## config.mk

```make
export PLATFORM = sky130hd
export DESIGN_NAME = edge_bit_packer
export DESIGN_NICKNAME = d
export VERILOG_FILES = /design/src/rtl/img_pkg.sv /design/src/rtl/edge_bit_packer_frame_len_chk.sv /design/src/rtl/edge_bit_packer.sv
export SDC_FILE = /design/constraint.sdc
export NUM_CORES = 1
export LEC_CHECK = 0
export BUFFER_PORTS_ARGS = -buffer_cell sky130_fd_sc_hd__buf_2
export CELL_PAD_IN_SITES_DETAIL_PLACEMENT = 2
export CELL_PAD_IN_SITES_GLOBAL_PLACEMENT = 2
export CORE_UTILIZATION = 32
export DETAILED_ROUTE_END_ITERATION = 10
export PLACE_DENSITY = 0.78
export SLEW_MARGIN = 0
export SYNTH_ARGS = -nofsm -noshare
export SYNTH_HDL_FRONTEND = slang
export SYNTH_HIERARCHICAL = 1
export SYNTH_SLANG_ARGS = --single-unit
```

## constraint.sdc

```tcl
create_clock -name clk -period 3.5 [get_ports clk]
set_input_delay 0.35 -clock clk [delete_from_list [all_inputs] [get_ports clk]]
set_output_delay 0.35 -clock clk [all_outputs]
set_load 0.02 [all_outputs]
```

## src/rtl/img_pkg.sv

```systemverilog
// Shared image geometry defaults, packer state encoding and the output event
// record passed between the packer datapath and its output staging.
package img_pkg;

   localparam int WORD_W_DEF  = 16;
   localparam int IMG_W_DEF   = 640;
   localparam int IMG_H_DEF   = 480;
   localparam int PIX_TOT_DEF = IMG_W_DEF * IMG_H_DEF;
   localparam int PIX_CNT_W   = 19;

   localparam logic [0:0] ST_IDLE = 1'b0;
   localparam logic [0:0] ST_PACK = 1'b1;

   // A frame close with no word attached has close=1 and vld=0.
   typedef struct packed {
      logic vld;
      logic sop;
      logic eop;
      logic close;
      logic err;
   } evt_t;

endpackage

```

## src/rtl/edge_bit_packer_frame_len_chk.sv

```systemverilog
// Frame length checker: counts pixels of the open frame and, on each issued frame
// close, pulses frm_err for bad-length frames and advances the frame counter.
module frame_len_chk import img_pkg::*; #(
   parameter int PIX_TOT = PIX_TOT_DEF
) (
   input  logic        clk,
   input  logic        rst,
   input  logic        i_start,
   input  logic        i_pix,
   input  logic        i_evt_close,
   input  logic        i_evt_err,
   output logic        o_len_bad,
   output logic        o_frm_err,
   output logic [15:0] o_frm_cnt
);

   localparam logic [PIX_CNT_W-1:0] PIX_MAX   = '1;
   localparam logic [PIX_CNT_W-1:0] PIX_TOT_C = PIX_CNT_W'(PIX_TOT);

   logic [PIX_CNT_W-1:0] r_pix_cnt;
   logic [PIX_CNT_W-1:0] w_pix_next;
   logic                 r_frm_err;
   logic [15:0]          r_frm_cnt;

   // Count including the current pixel, so an eop pixel is judged on the final length.
   always_comb begin
      w_pix_next = r_pix_cnt;
      if (i_start) begin
         w_pix_next = PIX_CNT_W'(1);
      end else if (i_pix && (r_pix_cnt != PIX_MAX)) begin
         w_pix_next = r_pix_cnt + PIX_CNT_W'(1);
      end
   end

   assign o_len_bad = (w_pix_next != PIX_TOT_C);

   always_ff @(posedge clk) begin
      if (rst) begin
         r_pix_cnt <= '0;
         r_frm_err <= 1'b0;
         r_frm_cnt <= '0;
      end else begin
         r_pix_cnt <= w_pix_next;
         r_frm_err <= i_evt_close & i_evt_err;
         if (i_evt_close) begin
            r_frm_cnt <= r_frm_cnt + 16'd1;
         end
      end
   end

   assign o_frm_err = r_frm_err;
   assign o_frm_cnt = r_frm_cnt;

endmodule

```

## src/rtl/edge_bit_packer.sv

```systemverilog
// Packs WORD_W consecutive 1-bit edge pixels into MSB-first words, keeping
// sop/eop framing and flushing zero-padded partial words on eop or restart.
module edge_bit_packer import img_pkg::*; #(
   parameter int WORD_W = WORD_W_DEF,
   parameter int IMG_W  = IMG_W_DEF,
   parameter int IMG_H  = IMG_H_DEF
) (
   input  logic              clk,
   input  logic              rst,
   input  logic              din,
   input  logic              din_vld,
   input  logic              din_sop,
   input  logic              din_eop,
   output logic [WORD_W-1:0] dout,
   output logic              dout_vld,
   output logic              dout_sop,
   output logic              dout_eop,
   output logic              frm_err,
   output logic [15:0]       frm_cnt
);

   localparam int BCW = $clog2(WORD_W) + 1;
   localparam logic [WORD_W-1:0] MSB_ONE = {1'b1, {(WORD_W-1){1'b0}}};

   logic [0:0]        r_state;
   logic [WORD_W-1:0] r_shift;
   logic [BCW-1:0]    r_bit_cnt;
   logic              r_first;
   evt_t              r_hold;
   logic [WORD_W-1:0] r_hold_word;
   logic [WORD_W-1:0] r_dout;
   logic              r_dout_vld;
   logic              r_dout_sop;
   logic              r_dout_eop;

   logic [0:0]        w_state_n;
   logic [WORD_W-1:0] w_shift_n;
   logic [BCW-1:0]    w_bit_cnt_n;
   logic              w_first_n;
   logic [WORD_W-1:0] w_new_word;
   logic [WORD_W-1:0] w_placed;
   logic [BCW-1:0]    w_cnt_inc;
   evt_t              w_a;
   evt_t              w_b;
   logic [WORD_W-1:0] w_a_word;
   logic [WORD_W-1:0] w_b_word;
   evt_t              w_out;
   logic [WORD_W-1:0] w_out_word;
   evt_t              w_hold_n;
   logic [WORD_W-1:0] w_hold_word_n;
   logic              w_len_bad;

   assign w_new_word = din ? MSB_ONE : '0;
   assign w_placed   = r_shift | (w_new_word >> r_bit_cnt);
   assign w_cnt_inc  = r_bit_cnt + BCW'(1);

   // Event A closes or completes the running frame; event B only exists when a
   // restart pixel also carries eop and forms its own one-pixel frame.
   always_comb begin
      w_state_n   = r_state;
      w_shift_n   = r_shift;
      w_bit_cnt_n = r_bit_cnt;
      w_first_n   = r_first;
      w_a         = '0;
      w_b         = '0;
      w_a_word    = '0;
      w_b_word    = '0;
      if (din_vld && din_sop) begin
         if (r_state == ST_PACK) begin
            w_a.close = 1'b1;
            w_a.err   = 1'b1;
            if ((r_bit_cnt != '0) || r_first) begin
               w_a.vld  = 1'b1;
               w_a.sop  = r_first;
               w_a.eop  = 1'b1;
               w_a_word = r_shift;
            end
         end
         w_state_n   = ST_PACK;
         w_shift_n   = w_new_word;
         w_bit_cnt_n = BCW'(1);
         w_first_n   = 1'b1;
         if (din_eop) begin
            w_b         = '{vld: 1'b1, sop: 1'b1, eop: 1'b1, close: 1'b1, err: w_len_bad};
            w_b_word    = w_new_word;
            w_state_n   = ST_IDLE;
            w_shift_n   = '0;
            w_bit_cnt_n = '0;
            w_first_n   = 1'b0;
         end
      end else if (din_vld && (r_state == ST_PACK)) begin
         if (din_eop) begin
            w_a         = '{vld: 1'b1, sop: r_first, eop: 1'b1, close: 1'b1, err: w_len_bad};
            w_a_word    = w_placed;
            w_state_n   = ST_IDLE;
            w_shift_n   = '0;
            w_bit_cnt_n = '0;
            w_first_n   = 1'b0;
         end else if (w_cnt_inc == BCW'(WORD_W)) begin
            w_a         = '{vld: 1'b1, sop: r_first, eop: 1'b0, close: 1'b0, err: 1'b0};
            w_a_word    = w_placed;
            w_shift_n   = '0;
            w_bit_cnt_n = '0;
            w_first_n   = 1'b0;
         end else begin
            w_shift_n   = w_placed;
            w_bit_cnt_n = w_cnt_inc;
         end
      end
   end

   // One event leaves per cycle, oldest first; a second one waits in the holding slot.
   always_comb begin
      w_out         = w_b;
      w_out_word    = w_b_word;
      w_hold_n      = '0;
      w_hold_word_n = '0;
      if (r_hold.vld || r_hold.close) begin
         w_out      = r_hold;
         w_out_word = r_hold_word;
         if (w_a.vld || w_a.close) begin
            w_hold_n      = w_a;
            w_hold_word_n = w_a_word;
         end else begin
            w_hold_n      = w_b;
            w_hold_word_n = w_b_word;
         end
      end else if (w_a.vld || w_a.close) begin
         w_out         = w_a;
         w_out_word    = w_a_word;
         w_hold_n      = w_b;
         w_hold_word_n = w_b_word;
      end
   end

   always_ff @(posedge clk) begin
      if (rst) begin
         r_state     <= ST_IDLE;
         r_shift     <= '0;
         r_bit_cnt   <= '0;
         r_first     <= 1'b0;
         r_hold      <= '0;
         r_hold_word <= '0;
         r_dout      <= '0;
         r_dout_vld  <= 1'b0;
         r_dout_sop  <= 1'b0;
         r_dout_eop  <= 1'b0;
      end else begin
         r_state     <= w_state_n;
         r_shift     <= w_shift_n;
         r_bit_cnt   <= w_bit_cnt_n;
         r_first     <= w_first_n;
         r_hold      <= w_hold_n;
         r_hold_word <= w_hold_word_n;
         r_dout      <= w_out_word;
         r_dout_vld  <= w_out.vld;
         r_dout_sop  <= w_out.vld & w_out.sop;
         r_dout_eop  <= w_out.vld & w_out.eop;
      end
   end

   frame_len_chk #(
      .PIX_TOT (IMG_W * IMG_H)
   ) u_len_chk (
      .clk         (clk),
      .rst         (rst),
      .i_start     (din_vld & din_sop),
      .i_pix       (din_vld & ~din_sop & (r_state == ST_PACK)),
      .i_evt_close (w_out.close),
      .i_evt_err   (w_out.err),
      .o_len_bad   (w_len_bad),
      .o_frm_err   (frm_err),
      .o_frm_cnt   (frm_cnt)
   );

   assign dout     = r_dout;
   assign dout_vld = r_dout_vld;
   assign dout_sop = r_dout_sop;
   assign dout_eop = r_dout_eop;

endmodule

```

=== Word-level counts from Yosys, hierarchy flattened ===
Cells that the tools add are included.

* Input port bits: 6
* Register bits after elaboration: 99
* Word-level logic and storage cells: 89

* Reductions and logical operators: 12
* Equal/unequal tests: 3
* Mux-type cells: 45
* Add/sub/neg operators: 3
* Shift-type cells: 1
* Bitwise operators: 8

{| class="wikitable"
|+ Operators with widths
! kind !! number
|-
| 16-bit two-way mux || 18
|-
| 5-bit two-way mux || 15
|-
| 19-bit two-way mux || 2
|-
| 19-bit inequality test, second input constant || 2
|-
| 19-bit by 1-bit adder with 19-bit output, second input constant || 1
|-
| 16-bit by 1-bit adder with 16-bit output, second input constant || 1
|-
| 16-bit bitwise OR || 1
|-
| 16-bit by 5-bit right shift with 16-bit output || 1
|-
| 1-bit two-way mux || 9
|-
| 1-bit bitwise AND || 6
|-
| 5-bit by 1-bit adder with 5-bit output, second input constant || 1
|-
| 5-bit == test, second input constant || 1
|-
| 5-bit nonzero test || 1
|-
| 2-bit AND reduction || 2
|-
| 2-bit nonzero test || 2
|-
| 1-bit logical AND || 3
|-
| 1-bit logical OR || 3
|-
| 3-bit two-way mux || 1
|-
| 3-bit nonzero test || 1
|-
| 1-bit inverter || 1
|}

=== Logic depth before layout (Yosys ltp) ===
Gate-level depths: netlist (run 1).

* Word-level depth: 14
* Mapped depth: 13
* Mapped depth without buffers: 12

=== Modules after synthesis ===
The synthesis (run 1) kept the hierarchy.

{| class="wikitable"
|+ Modules (own cells, without submodules)
! module !! times used !! cells each !! area each (um^2)
|-
| edge_bit_packer || 1 || 298 || 2637.5
|-
| frame_len_chk || 1 || 221 || 1838.0
|}

=== Worst setup path before layout (run 1) ===
Ideal clock, no wire load.

* Kind: input port to flip-flop
* Start: input port din_sop
* End: register u_len_chk.r_frm_err, in the netlist u_len_chk/o_frm_err
* Library setup time: 0.128 ns
* Required time: 3.372 ns
* Arrival: 2.863 ns
* Stages: 13
* Path slack: 0.510 ns
* Path buffers: 1
* Path through: nand3b_1 -> inv_1 -> buf_6 -> nand4_1 -> nor4_1 -> nand4_1 -> mux2_2 -> nand4_1 -> or4_1 -> a21oi_1 -> o41ai_1 -> nand2_1 -> nor2_1

{| class="wikitable"
|+ RTL lines
! item !! line !! text
|-
| start, declared || edge_bit_packer.sv:12 || <nowiki>input logic din_sop,</nowiki>
|-
| end signal, assigned || edge_bit_packer_frame_len_chk.sv:44 || <nowiki>r_frm_err <= i_evt_close & i_evt_err;</nowiki>
|-
| end, declared || edge_bit_packer_frame_len_chk.sv:22 || <nowiki>logic r_frm_err;</nowiki>
|}

==> out/summary.log, run 1 <==
INFO  yosys          syn_area=4480um^2
INFO  drt            post-route-drc-count=0
INFO  critical_path  startpoint_type=flop
INFO  critical_path  timing.rr.start=u_len_chk/r_pix_cnt[0]
INFO  grt            grt_usage=19.8%
INFO  yosys          synthDistinctLibCells=63
INFO  power          power_leakage=1.96nW
INFO  critical_path  timing.critical_path.mode_cell=sky130_fd_sc_hd__nand4_1
INFO  sta            final-max-slew-violation-count=0
INFO  yosys          synth_nets=529
INFO  yosys          synth.ff_latch_count=99
INFO  drt            drt_iter0_drc=179
INFO  floorplanning  fp.dieArea=14,500um^2
INFO  yosys          postSynthAreaPerCell=8.62um^2
INFO  floorplanning  floorplan.rows=42
INFO  critical_path  critical_path.endpoint_type=flop
INFO  clock_tree     cts_max_path_buffers=2
INFO  yosys          netlist.top_cell.by_area=sky130_fd_sc_hd__dfxtp_1
INFO  sta            worst_slew_pin_slew=0.784ns
INFO  hold_path      worstHoldPathType=in -> reg
INFO  yosys          yosysSeqAreaShare=44.3%
INFO  sta            final.setup_skew=0.00770ns
INFO  placement      finalWeightedCongestion=0.801
INFO  yosys          synth_cells=519
INFO  critical_path  worst_setup_startpoint=u_len_chk/r_pix_cnt[0]
INFO  sta            finalHoldViolCount=0
INFO  clock_tree     total_cts_buffers=9
INFO  power          report.power.total=2.24mW
INFO  sta            grt_setup_unrepaired=no
INFO  sta            achievable-frequency=334MHz
INFO  placement      place_hpwl=9750um
INFO  sta            timing.slew.headroom=47.4%
INFO  sta            final_period_minus_worst_setup_slack=2.99ns
INFO  job            max_cap_violations=0
INFO  power          worst_ir_drop_vdd=0.239mV
INFO  grt            globalRoute.totalOverflow=0
INFO  critical_path  worst_ep_required_time=3.74ns
INFO  clock_tree     cts_hold_buffers=0
INFO  floorplanning  ios=42
INFO  sta            fin_tns_setup=0ns
INFO  power          p_per_area=438nW/um^2
INFO  critical_path  crit_slowest_cell=sky130_fd_sc_hd__or4_1
INFO  drt            via_count=4,054
INFO  final_layout   antenna_cells_inserted=0
INFO  clock_tree     postCtsSetupRepairBufs=0
INFO  run_status     outcome=completed
INFO  drt            post_drt_via_cell_ratio=5.54
INFO  sta            finalCritPeriodShare=85.4%
INFO  yosys          synthArstFlopShare=0%
INFO  drt            antenna_violating_nets_post_route=0
INFO  clock_tree     post_cts_resize_count=0
INFO  clock_tree     clk_transition_reported_paths=0.07ns
INFO  drt            routed_wl=13,600um
INFO  final_layout   nets=561
INFO  critical_path  critical_path.cell_chain=ha_1, nand4_1, nor3_2, buf_4, nand3_1, xor2_1, nand4_1, or4_1, a21oi_1, o41ai_1, nand2_1, nor2_1
INFO  floorplanning  die_w=120um
INFO  yosys          synth_warnings=6
INFO  clock_tree     cts_tree=done
INFO  floorplanning  floorplan.die.height=120um
INFO  final_layout   syn_to_final_growth=14.3%
INFO  yosys          synth_enable_flop_cells=0
INFO  yosys          netlist.area_leader.share=44.3%
INFO  yosys          synth_flop_cell=sky130_fd_sc_hd__dfxtp_1
INFO  clock_tree     clock_latency=0.36ns
INFO  yosys          synth_area_leaders=sky130_fd_sc_hd__dfxtp_1 (44%), sky130_fd_sc_hd__nor2_1 (6.8%), sky130_fd_sc_hd__a21oi_1 (4.1%), sky130_fd_sc_hd__xor2_1 (3.1%), sky130_fd_sc_hd__o21ai_0 (2.7%)
INFO  clock_tree     cts_num_sinks=99
INFO  grt            number_of_global_route_vias_before_repair=4,272
INFO  placement      numPortBuffers=41
INFO  critical_path  timing.critical_path.slowest_cell_delay=0.66ns
INFO  sta            setup-violations-final=0
INFO  drt            detailedRoute.firstPassIterationCount=4
INFO  critical_path  timing_worst_setup_path_type=reg -> reg
INFO  critical_path  worst_ep_arrival_time=3.23ns
INFO  clock_tree     htreeDepth=3
INFO  grt            grt_start_max_net_pins=43
INFO  hold_path      hold_path_startpoint=din_vld
INFO  final_layout   finalCoreUtilization=38.0%
INFO  final_layout   drive_above_1_share=15.3%
INFO  floorplanning  placeableCoreArea=13,500um^2
INFO  grt            grt_first_pass_wirelength=22,500um
INFO  floorplanning  initial_utilization=33.3%
INFO  grt            number_of_antenna_violations_at_the_first_check_in_global_routing=0
INFO  drt            post_drt_wl_per_cell=18.5um
INFO  clock_tree     cts_root_buffer=sky130_fd_sc_hd__clkbuf_16
INFO  critical_path  worstPathMaxFanout=10
-- cell type report --
type | count | area [um^2]
Clock buffer | 9 | 225
Clock inverter | 7 | 61.3
Fill cell | 1593 | 8340
Inverter | 14 | 52.6
Multi-Input combinational cell | 377 | 2300
Sequential cell | 99 | 1980
Tap cell | 176 | 220
Timing Repair Buffer | 50 | 273
-- Yosys cell counts (4+ instances only) --
cell type and n:
sky130_fd_sc_hd__dfxtp_1 99, sky130_fd_sc_hd__nor2_1 81, sky130_fd_sc_hd__a21oi_1 37, sky130_fd_sc_hd__nand2_1 27, sky130_fd_sc_hd__o21ai_0 24, sky130_fd_sc_hd__nand3_1 20, sky130_fd_sc_hd__clkbuf_1 18, sky130_fd_sc_hd__xor2_1 16
sky130_fd_sc_hd__inv_1 14, sky130_fd_sc_hd__and3_1 13, sky130_fd_sc_hd__a22oi_1 12, sky130_fd_sc_hd__nand4_1 12, sky130_fd_sc_hd__nor3_1 12, sky130_fd_sc_hd__a32o_1 11, sky130_fd_sc_hd__a31oi_1 10, sky130_fd_sc_hd__and4_1 10
sky130_fd_sc_hd__xnor2_1 8, sky130_fd_sc_hd__buf_2 6, sky130_fd_sc_hd__a221o_1 4, sky130_fd_sc_hd__a41oi_1 4, sky130_fd_sc_hd__and2_1 4, sky130_fd_sc_hd__ha_1 4, sky130_fd_sc_hd__mux2i_1 4, sky130_fd_sc_hd__nor3b_1 4
sky130_fd_sc_hd__nor4_1 4, sky130_fd_sc_hd__or3_1 4
-- cell usage in the layout, fill, tap and decap left out, types with 8 or more instances in the layout --
master / n
sky130_fd_sc_hd__dfxtp_1: 99
sky130_fd_sc_hd__nor2_1: 81
sky130_fd_sc_hd__buf_2: 41
sky130_fd_sc_hd__a21oi_1: 37
sky130_fd_sc_hd__nand2_1: 27
sky130_fd_sc_hd__o21ai_0: 24
sky130_fd_sc_hd__nand3_1: 20
sky130_fd_sc_hd__xor2_1: 16
sky130_fd_sc_hd__inv_1: 14
sky130_fd_sc_hd__and3_1: 13
sky130_fd_sc_hd__a22oi_1: 12
sky130_fd_sc_hd__nor3_1: 12
sky130_fd_sc_hd__nand4_1: 12
sky130_fd_sc_hd__a32o_1: 11
sky130_fd_sc_hd__and4_1: 10
sky130_fd_sc_hd__a31oi_1: 10
sky130_fd_sc_hd__clkbuf_16: 9
sky130_fd_sc_hd__buf_4: 9
sky130_fd_sc_hd__xnor2_1: 8
-- path summary, 6_finish.rpt --
path / to / slack (ns) / cells past startpoint
worst max-delay path: u_len_chk/o_frm_err / 0.51 / 12
worst min-delay path: dout_eop / 0.43 / 3
worst max register to register: u_len_chk/o_frm_err / 0.51 / 12
worst min register to register: dout_eop / 0.47 / 2
-- kinds of logic after synthesis --
kind of cell | synth area share [%]
and+or+nand+nor | 24.7
AOI/OAI and AO/OA | 19.1
DFF | 44.3
buffers and inverters | 4.28
xor gates and xnor gates | 4.70
muxes | 1.65
adders and majority gates | 1.34
-- per-layer routing --
metal / vias up / track usage (%) / wire, um
li1: 1949 / - / -
met1: 2042 / 25.5 / 6370
met2: 49 / 33.8 / 6630
met3: 14 / 3.63 / 375
met4: 0 / 5.86 / 193
met5: - / 0 / 0
-- per-stage QoR --
step                setup slack (ns)  cells  hold WS [ns]  cell area [um^2]
finish                         0.509    732         0.434              5120
detailed placement             0.242    716         0.449              4830
floorplan                      0.510    519         0.426              4480
global placement               0.406    716         0.442              4830
CTS                            0.503    732         0.433              5120
global route                   0.179    732         0.472              5120
-- sequential cells by signal (all words and copies together) (netlist names) --
name / count
dout_sop: 1
u_len_chk/o_frm_err: 1
r_first: 1
r_bit_cnt: 5
r_shift: 16
dout_eop: 1
dout_vld: 1
r_hold: 5
u_len_chk/r_pix_cnt: 19
r_hold_word: 16
u_len_chk/o_frm_cnt: 16
dout: 16
r_state: 1
-- power breakdown --
| part | leakage, nW | total [mW] | switching [mW] | internal (mW) |
|---|---|---|---|---|
| combinational | 1.03 | 0.117 | 0.0841 | 0.0333 |
| clock | 0.140 | 0.982 | 0.486 | 0.496 |
| sequential | 0.798 | 1.14 | 0.00815 | 1.13 |
| total | 1.96 | 2.24 | 0.578 | 1.66 |
-- worst max-delay path, delay by kind of cell, from the launching register on --
kind	cells	cell delay (ns)
and+or+nand+nor	7	1.37
buffers and inverters	1	0.19
xor gates and xnor gates	1	0.22
AOI/OAI and AO/OA	2	0.30
DFF	1	0.45
adders and majority gates	1	0.33
No activity file was read; power rests on OpenSTA's default activity.
==> run 2, diff against run 1 <==
ABC_AREA = 1   (was not set)
GPL_ROUTABILITY_DRIVEN = 0   (was not set)
PLACE_DENSITY = not set   (was 0.78)
PLACE_DENSITY_LB_ADDON = 0.1   (was not set)
==> run 2 against run 1 <==
  * Register-to-register slack improved by 0.31 ns
  * Fmax increased by 12%
  * Sequential power about the same
  * Final area increased by 5.1%
  * Worst hold slack got worse by 0.091 ns
  * Total power increased by 2.1%
  * Area after synthesis increased by 5.1%
  * Via count increased by 10%
  * Largest power group unchanged
==> out/summary.log, run 2 <==
INFO  clock_tree     cts_tree=done
INFO  yosys          post_synth_most_frequent_cells=sky130_fd_sc_hd__nand2_1 (154), sky130_fd_sc_hd__nor2_1 (104), sky130_fd_sc_hd__dfxtp_1 (99), sky130_fd_sc_hd__inv_1 (75), sky130_fd_sc_hd__nand3_1 (51)
INFO  final_layout   drive_above_1_share=14.8%
INFO  power          sequentialPowerShare=49.8%
INFO  critical_path  timing.critical_path.slowest_cell_delay=0.35ns
INFO  final_layout   final_common_cell=sky130_fd_sc_hd__nand2_1
INFO  final_layout   syn_to_final_growth=14.3%
INFO  floorplanning  floorplan.die.height=123um
INFO  yosys          yosysSeqAreaShare=42.1%
INFO  yosys          cell_with_the_most_instances_after_synthesis=sky130_fd_sc_hd__nand2_1
INFO  critical_path  timing.critical_path.mode_cell=sky130_fd_sc_hd__nand2_1
INFO  power          worst_ir_drop_vdd=0.223mV
INFO  sta            worst_slew_pin_slew=0.607ns
INFO  floorplanning  ios=42
INFO  drt            post-route-drc-count=0
INFO  clock_tree     total_cts_buffers=9
INFO  yosys          synth_cells=667
INFO  placement      place_hpwl=11,600um
INFO  power          report.power.total=2.29mW
INFO  clock_tree     post_cts_resize_count=0
INFO  floorplanning  placeableCoreArea=14,100um^2
INFO  critical_path  critical_path.endpoint_type=flop
INFO  power          p_int=1.68mW
INFO  drt            antenna_violating_nets_post_route=0
INFO  sta            finalHoldViolCount=0
INFO  drt            via_count=4,461
INFO  clock_tree     cts_max_path_buffers=2
INFO  sta            achievable-frequency=373MHz
INFO  yosys          syn_area=4710um^2
INFO  yosys          synth_enable_flop_cells=0
INFO  final_layout   finalCoreUtilization=38.2%
INFO  floorplanning  die_w=123um
INFO  clock_tree     cts_root_buffer=sky130_fd_sc_hd__clkbuf_16
INFO  sta            final.hold.worst_slack=0.342ns
INFO  clock_tree     cts_hold_buffers=0
INFO  critical_path  startpoint_type=flop
INFO  drt            post_drt_via_cell_ratio=4.99
INFO  critical_path  worstPathMaxFanout=13
INFO  sta            setup-violations-final=0
INFO  drt            detailedRoute.firstPassIterationCount=4
INFO  yosys          synthDistinctLibCells=41
INFO  final_layout   antenna_cells_inserted=0
INFO  power          p_clk_share=45.3%
INFO  yosys          synth_flop_cell=sky130_fd_sc_hd__dfxtp_1
INFO  power          comb_power_share=4.9%
INFO  final_layout   largest_register_ff_count=19
INFO  grt            grt_first_pass_wirelength=24,100um
INFO  yosys          synth_warnings=6
INFO  grt            number_of_antenna_violations_at_the_first_check_in_global_routing=0
INFO  yosys          synth.ff_latch_count=99
INFO  yosys          netlist.area_leader.share=42.1%
INFO  grt            grt_most_used_layer=met2
INFO  drt            drt_iter0_drc=171
INFO  sta            final_period_minus_worst_setup_slack=2.68ns
INFO  final_layout   max_flop_register=u_len_chk/r_pix_cnt
INFO  yosys          netlist.top_cell.by_area=sky130_fd_sc_hd__dfxtp_1
INFO  yosys          synth_area_leaders=sky130_fd_sc_hd__dfxtp_1 (42%), sky130_fd_sc_hd__nand2_1 (12%), sky130_fd_sc_hd__nor2_1 (8.3%), sky130_fd_sc_hd__inv_1 (6.0%), sky130_fd_sc_hd__nand3_1 (5.4%)
INFO  placement      numPortBuffers=41
INFO  critical_path  worst_ep_arrival_time=2.90ns
INFO  grt            gr-usage-met2=40.3%
INFO  final_layout   nets=719
INFO  hold_path      worstHoldPathType=in -> reg
INFO  grt            grt_usage=20.9%
INFO  clock_tree     postCtsSetupRepairBufs=0
INFO  clock_tree     clock_latency=0.36ns
INFO  power          p_sw=0.610mW
INFO  yosys          postSynthAreaPerCell=7.06um^2
INFO  grt            globalRoute.totalOverflow=0
INFO  sta            finalCritPeriodShare=76.5%
INFO  yosys          synth_nets=677
INFO  sta            final-max-slew-violation-count=0
INFO  yosys          synthArstFlopShare=0%
INFO  clock_tree     clk_transition_reported_paths=0.08ns
INFO  critical_path  worst_ep_required_time=3.72ns
INFO  job            max_cap_violations=0
INFO  clock_tree     htreeDepth=3
INFO  power          p_per_area=425nW/um^2
INFO  final_layout   layout_common_cells=sky130_fd_sc_hd__nand2_1 (154), sky130_fd_sc_hd__nor2_1 (104), sky130_fd_sc_hd__dfxtp_1 (99)
INFO  power          power_leakage=2.20nW
INFO  sta            final.setup_skew=0.0117ns
INFO  sta            fin_tns_setup=0ns
INFO  clock_tree     cts_num_sinks=99
INFO  drt            post_drt_wl_per_cell=16.9um
INFO  critical_path  timing_worst_setup_path_type=reg -> reg
INFO  sta            grt_setup_unrepaired=no
INFO  floorplanning  initial_utilization=33.4%
INFO  floorplanning  fp.dieArea=15,200um^2
INFO  grt            globalRouteMet1Util=23.3%
INFO  grt            groute.layer.met3.usage=3.83%
INFO  sta            timing.slew.headroom=59.3%
INFO  grt            grt_start_max_net_pins=24
INFO  sta            post-route-worst-setup-slack=0.822ns
INFO  drt            routed_wl=15,100um
INFO  critical_path  crit_slowest_cell=sky130_fd_sc_hd__dfxtp_1
INFO  grt            number_of_global_route_vias_before_repair=4,789
INFO  run_status     outcome=completed
INFO  placement      place_ws=0.696ns
INFO  critical_path  critical_path.cell_chain=nand2_1, nor2_8, inv_2, nor2_2, nand2_1, nor2_1, nand2_1, o21ai_1, inv_1, nor2_1, nand2_1, nor2_1, nand2_1, o21ai_0, o21ai_0, nand2_1, nor2_1
INFO  floorplanning  floorplan.rows=43
INFO  power          sw_frac_of_total=26.7%
[run 2: changes by cell type after synthesis, sizes merged, moves of 8 or more]
cell | before | now
a22oi | 12 | 0
a31oi | 10 | 2
a32o | 11 | 0
and3 | 16 | 2
and4 | 10 | 0
clkbuf | 18 | 5
inv | 14 | 80
nand2 | 28 | 165
nand3 | 21 | 55
nor2 | 81 | 117
o21ai | 26 | 52
xor2 | 16 | 1
[run 2: worst max-delay path: cells and delay by family (launching register included)]
family	cells	cell delay (ns)
DFF	1	0.35
and+or+nand+nor	12	1.58
buffers and inverters	2	0.17
AOI/OAI and AO/OA	3	0.46
[run 2: path summary, 6_finish.rpt]
| check | start | end | slack [ns] | cells past startpoint |
|---|---|---|---|---|
| min | din | r_hold_word[15] | 0.34 | 3 |
| max reg2reg | r_state | u_len_chk/o_frm_err | 0.82 | 17 |
| min reg2reg | r_hold_word[15] | dout[15] | 0.43 | 2 |
| max | r_state | u_len_chk/o_frm_err | 0.82 | 17 |
[run 2: stage by stage]
step                area (um^2)  instances
detailed placement         5070        878
global placement           5070        878
finish                     5380        894
global route               5380        894
CTS                        5380        894
floorplan                  4710        667
[run 2: layout make-up]
cell class                 instances  area [um^2]
fill                            1700         8720
multi-input combinational        473         2320
sequential                        99         1980
inverter                          81          304
timing repair buffer              45          235
clock buffer                       9          225
tap                              180          225
clock inverter                     7         83.8
[run 2: logic make-up after synthesis]
family                   after synthesis  synth area share [%]
XOR/XNOR                               5                 0.931
AND/OR/NAND/NOR                      365                  35.4
buffers and inverters                 95                  8.53
AO/OA/AOI/OAI                         99                  11.9
adder cells (fa/ha/maj)                4                  1.06
flip-flops                            99                  42.1
[run 2: per-layer routing]
layer	vias up	share of wire [%]	wire length, um
li1	2216	-	-
met1	2198	43	6450
met2	33	54	8230
met3	14	1.5	231
met4	0	1.3	191
met5	-	0	0
[run 2: power groups by stage]
stage | clock network, mW | logic, mW | registers, mW
floorplan | 0 | 0.0707 | 1.17
global placement | 0 | 0.110 | 1.17
detailed placement | 0 | 0.113 | 1.17
CTS | 1.08 | 0.115 | 1.14
global route | 1.12 | 0.125 | 1.14
finish | 1.04 | 0.112 | 1.14
==> run 3, diff against run 2 <==
clock period = 2.6 ns   (was 3.5 ns; I/O delays follow)
==> run 3 against run 2 <==
  * Clock power grew 26%
  * Count of clock-buffer cells in the layout did not move
  * First-iteration DRC count shrank 21%
  * Worst hold slack worse by 0.10 ns
  * Via count increased by 0.72%
  * Final cell count increased by 0.78%
  * Total power increased by 31%
  * Critical endpoint unchanged
  * Wire length shrank 1.6%
==> out/summary.log, run 3 (synthesized netlist as in run 2, its figures left out) <==
INFO  run_status     outcome=completed
INFO  critical_path  timing_worst_setup_path_type=reg -> reg
INFO  final_layout   final_common_cell=sky130_fd_sc_hd__nand2_1
INFO  floorplanning  initial_utilization=33.4%
INFO  final_layout   antenna_cells_inserted=0
INFO  power          power_leakage=2.20nW
INFO  sta            achievable-frequency=427MHz
INFO  critical_path  timing.critical_path.mode_cell=sky130_fd_sc_hd__nand2_1
INFO  grt            number_of_antenna_violations_at_the_first_check_in_global_routing=0
INFO  critical_path  ff2ff_setup_slack=0.26ns
INFO  clock_tree     cts_hold_buffers=0
INFO  clock_tree     cts_root_buffer=sky130_fd_sc_hd__clkbuf_16
INFO  grt            grt_start_max_net_pins=23
INFO  hold_path      worstHoldPathType=in -> reg
INFO  final_layout   nets=727
INFO  sta            fin_tns_setup=0ns
INFO  critical_path  r2r.worst_path.cells=18
INFO  hold_path      hold_path_end=r_hold_word[15]
INFO  final_layout   fillers=1,693
INFO  sta            final_period_minus_worst_setup_slack=2.34ns
INFO  critical_path  startpoint_type=flop
INFO  sta            finalCritPeriodShare=90.1%
INFO  drt            drt_iter0_drc=135
INFO  sta            grt_setup_unrepaired=no
INFO  drt            routed_wl=14,900um
INFO  clock_tree     cts_num_sinks=99
INFO  critical_path  critical_path.reg2reg.endpoint=u_len_chk/o_frm_err
INFO  final_layout   max_flop_register=u_len_chk/r_pix_cnt
INFO  job            max_cap_violations=0
INFO  sta            final-max-slew-violation-count=0
INFO  final_layout   finalCoreUtilization=38.6%
INFO  sta            setup-violations-final=0
INFO  floorplanning  floorplan.rows=43
INFO  sta            worst_slew_pin_slew=0.513ns
INFO  drt            post_drt_via_cell_ratio=4.99
INFO  sta            final.setup_skew=0.0142ns
INFO  floorplanning  fp.dieArea=15,200um^2
INFO  floorplanning  floorplan.die.height=123um
INFO  grt            globalRoute.totalOverflow=0
INFO  drt            detailedRoute.firstPassIterationCount=4
INFO  clock_tree     clk_transition_reported_paths=0.08ns
INFO  critical_path  timing.critical_path.slowest_cell_delay=0.36ns
INFO  critical_path  crit_slowest_cell=sky130_fd_sc_hd__dfxtp_1
INFO  critical_path  worst_ep_required_time=2.84ns
INFO  critical_path  timing.critical_path.max_delay_family=simple AND/OR/NAND/NOR gates
INFO  floorplanning  die_w=123um
INFO  critical_path  timing.rr.start=u_len_chk/r_pix_cnt[1]
INFO  final_layout   largest_register_ff_count=19
INFO  floorplanning  ios=42
INFO  drt            antenna_violating_nets_post_route=0
INFO  placement      place_hpwl=11,400um
INFO  grt            number_of_global_route_vias_before_repair=4,899
INFO  clock_tree     cts_tree=done
INFO  critical_path  timing.critical_path.buf_inv=1
INFO  clock_tree     cts_max_path_buffers=2
INFO  hold_path      hold_path_startpoint=din
INFO  placement      numPortBuffers=41
INFO  drt            post-route-drc-count=0
INFO  drt            post_drt_wl_per_cell=16.5um
INFO  power          worst_ir_drop_vdd=0.286mV
INFO  clock_tree     total_cts_buffers=9
INFO  final_layout   layout_common_cells=sky130_fd_sc_hd__nand2_1 (153), sky130_fd_sc_hd__nor2_1 (101), sky130_fd_sc_hd__dfxtp_1 (99)
INFO  final_layout   syn_to_final_growth=15.8%
INFO  final_layout   drive_above_1_share=16.5%
INFO  drt            via_count=4,493
INFO  clock_tree     clock_latency=0.36ns
INFO  critical_path  critical_path.cell_chain=ha_2, inv_1, nor2_4, nand2_2, nor2_4, nand2_8, nand2_1, nand2_1, nand3_1, nand2_1, nor2_1, nand2_1, nor2_1, nand2_1, o21ai_2, o21ai_0, nand2_1, nor2_1
INFO  clock_tree     htreeDepth=3
INFO  critical_path  worst_ep_arrival_time=2.58ns
INFO  sta            finalHoldViolCount=0
INFO  critical_path  critical_path.endpoint_type=flop
INFO  sta            timing.slew.headroom=65.8%
INFO  floorplanning  placeableCoreArea=14,100um^2
INFO  hold_path      hold_depth=3
INFO  critical_path  worstPathMaxFanout=15
INFO  grt            grt_first_pass_wirelength=24,200um
INFO  grt            grt_usage=21.1%
INFO  power          p_per_area=552nW/um^2
-- run 3: tightest hold or removal path: stages --
cell                      delay [ns]
sky130_fd_sc_hd__buf_2          0.15
sky130_fd_sc_hd__nand4_1        0.10
sky130_fd_sc_hd__nand2_1        0.05
-- run 3: per-layer routing --
layer	share of wire, %	vias up	global-route usage, %
met3	1.8	13	4.38
met1	41	2218	22.4
met2	56	24	41.5
met4	0.96	0	5.12
li1	-	2238	-
met5	0	-	0
-- run 3: cell type report --
cell class                      instances  area, um^2  share of cell area, %
Clock inverter                          6        56.3                   1.03
Tap cell                              180         225                   4.13
Inverter                               81         304                   5.58
Sequential cell                        99        1980                   36.4
Multi-Input combinational cell        473        2360                   43.3
Timing Repair Buffer                   53         295                   5.42
Clock buffer                            9         225                   4.13
-- run 3: timing repair --
item	4_1_cts	5_1_grt
setup endpoints to repair	0	2
buffers inserted	0	0
resized for setup	0	10
-- run 3: how the worst max path moves through the flow --
stage	cells after the start	endpoint	slack, ns	startpoint
after floorplan	17	u_len_chk/o_frm_err	0.49	r_state
after global placement	18	u_len_chk/o_frm_err	0.15	din_vld
after detailed placement	18	u_len_chk/o_frm_err	0.04	din_vld
after CTS	17	u_len_chk/o_frm_err	0.04	r_state
after global routing	18	u_len_chk/o_frm_err	0.006	u_len_chk/r_pix_cnt[1]
final	18	u_len_chk/o_frm_err	0.26	u_len_chk/r_pix_cnt[1]
-- run 3: power by group --
group,internal (mW),total (mW),leakage [nW],switching (mW)
Sequential,1.53,1.54,0.798,0.0104
Clock,0.667,1.31,0.136,0.647
Combinational,0.0429,0.159,1.27,0.116
Total,2.23,3.01,2.20,0.774
-- run 3: metrics by stage --
| stage | std cells | hold slack [ns] | power, mW | setup slack [ns] | instance area, um^2 |
|---|---|---|---|---|---|
| after floorplan | 667 | 0.338 | 1.67 | 0.492 | 4710 |
| after global placement | 886 | 0.408 | 1.72 | 0.148 | 5130 |
| after detailed placement | 886 | 0.421 | 1.73 | 0.0432 | 5130 |
| after CTS | 901 | 0.229 | 3.06 | 0.0427 | 5410 |
| after global routing | 901 | 0.230 | 3.13 | 0.00583 | 5450 |
| final | 901 | 0.240 | 3.01 | 0.257 | 5450 |
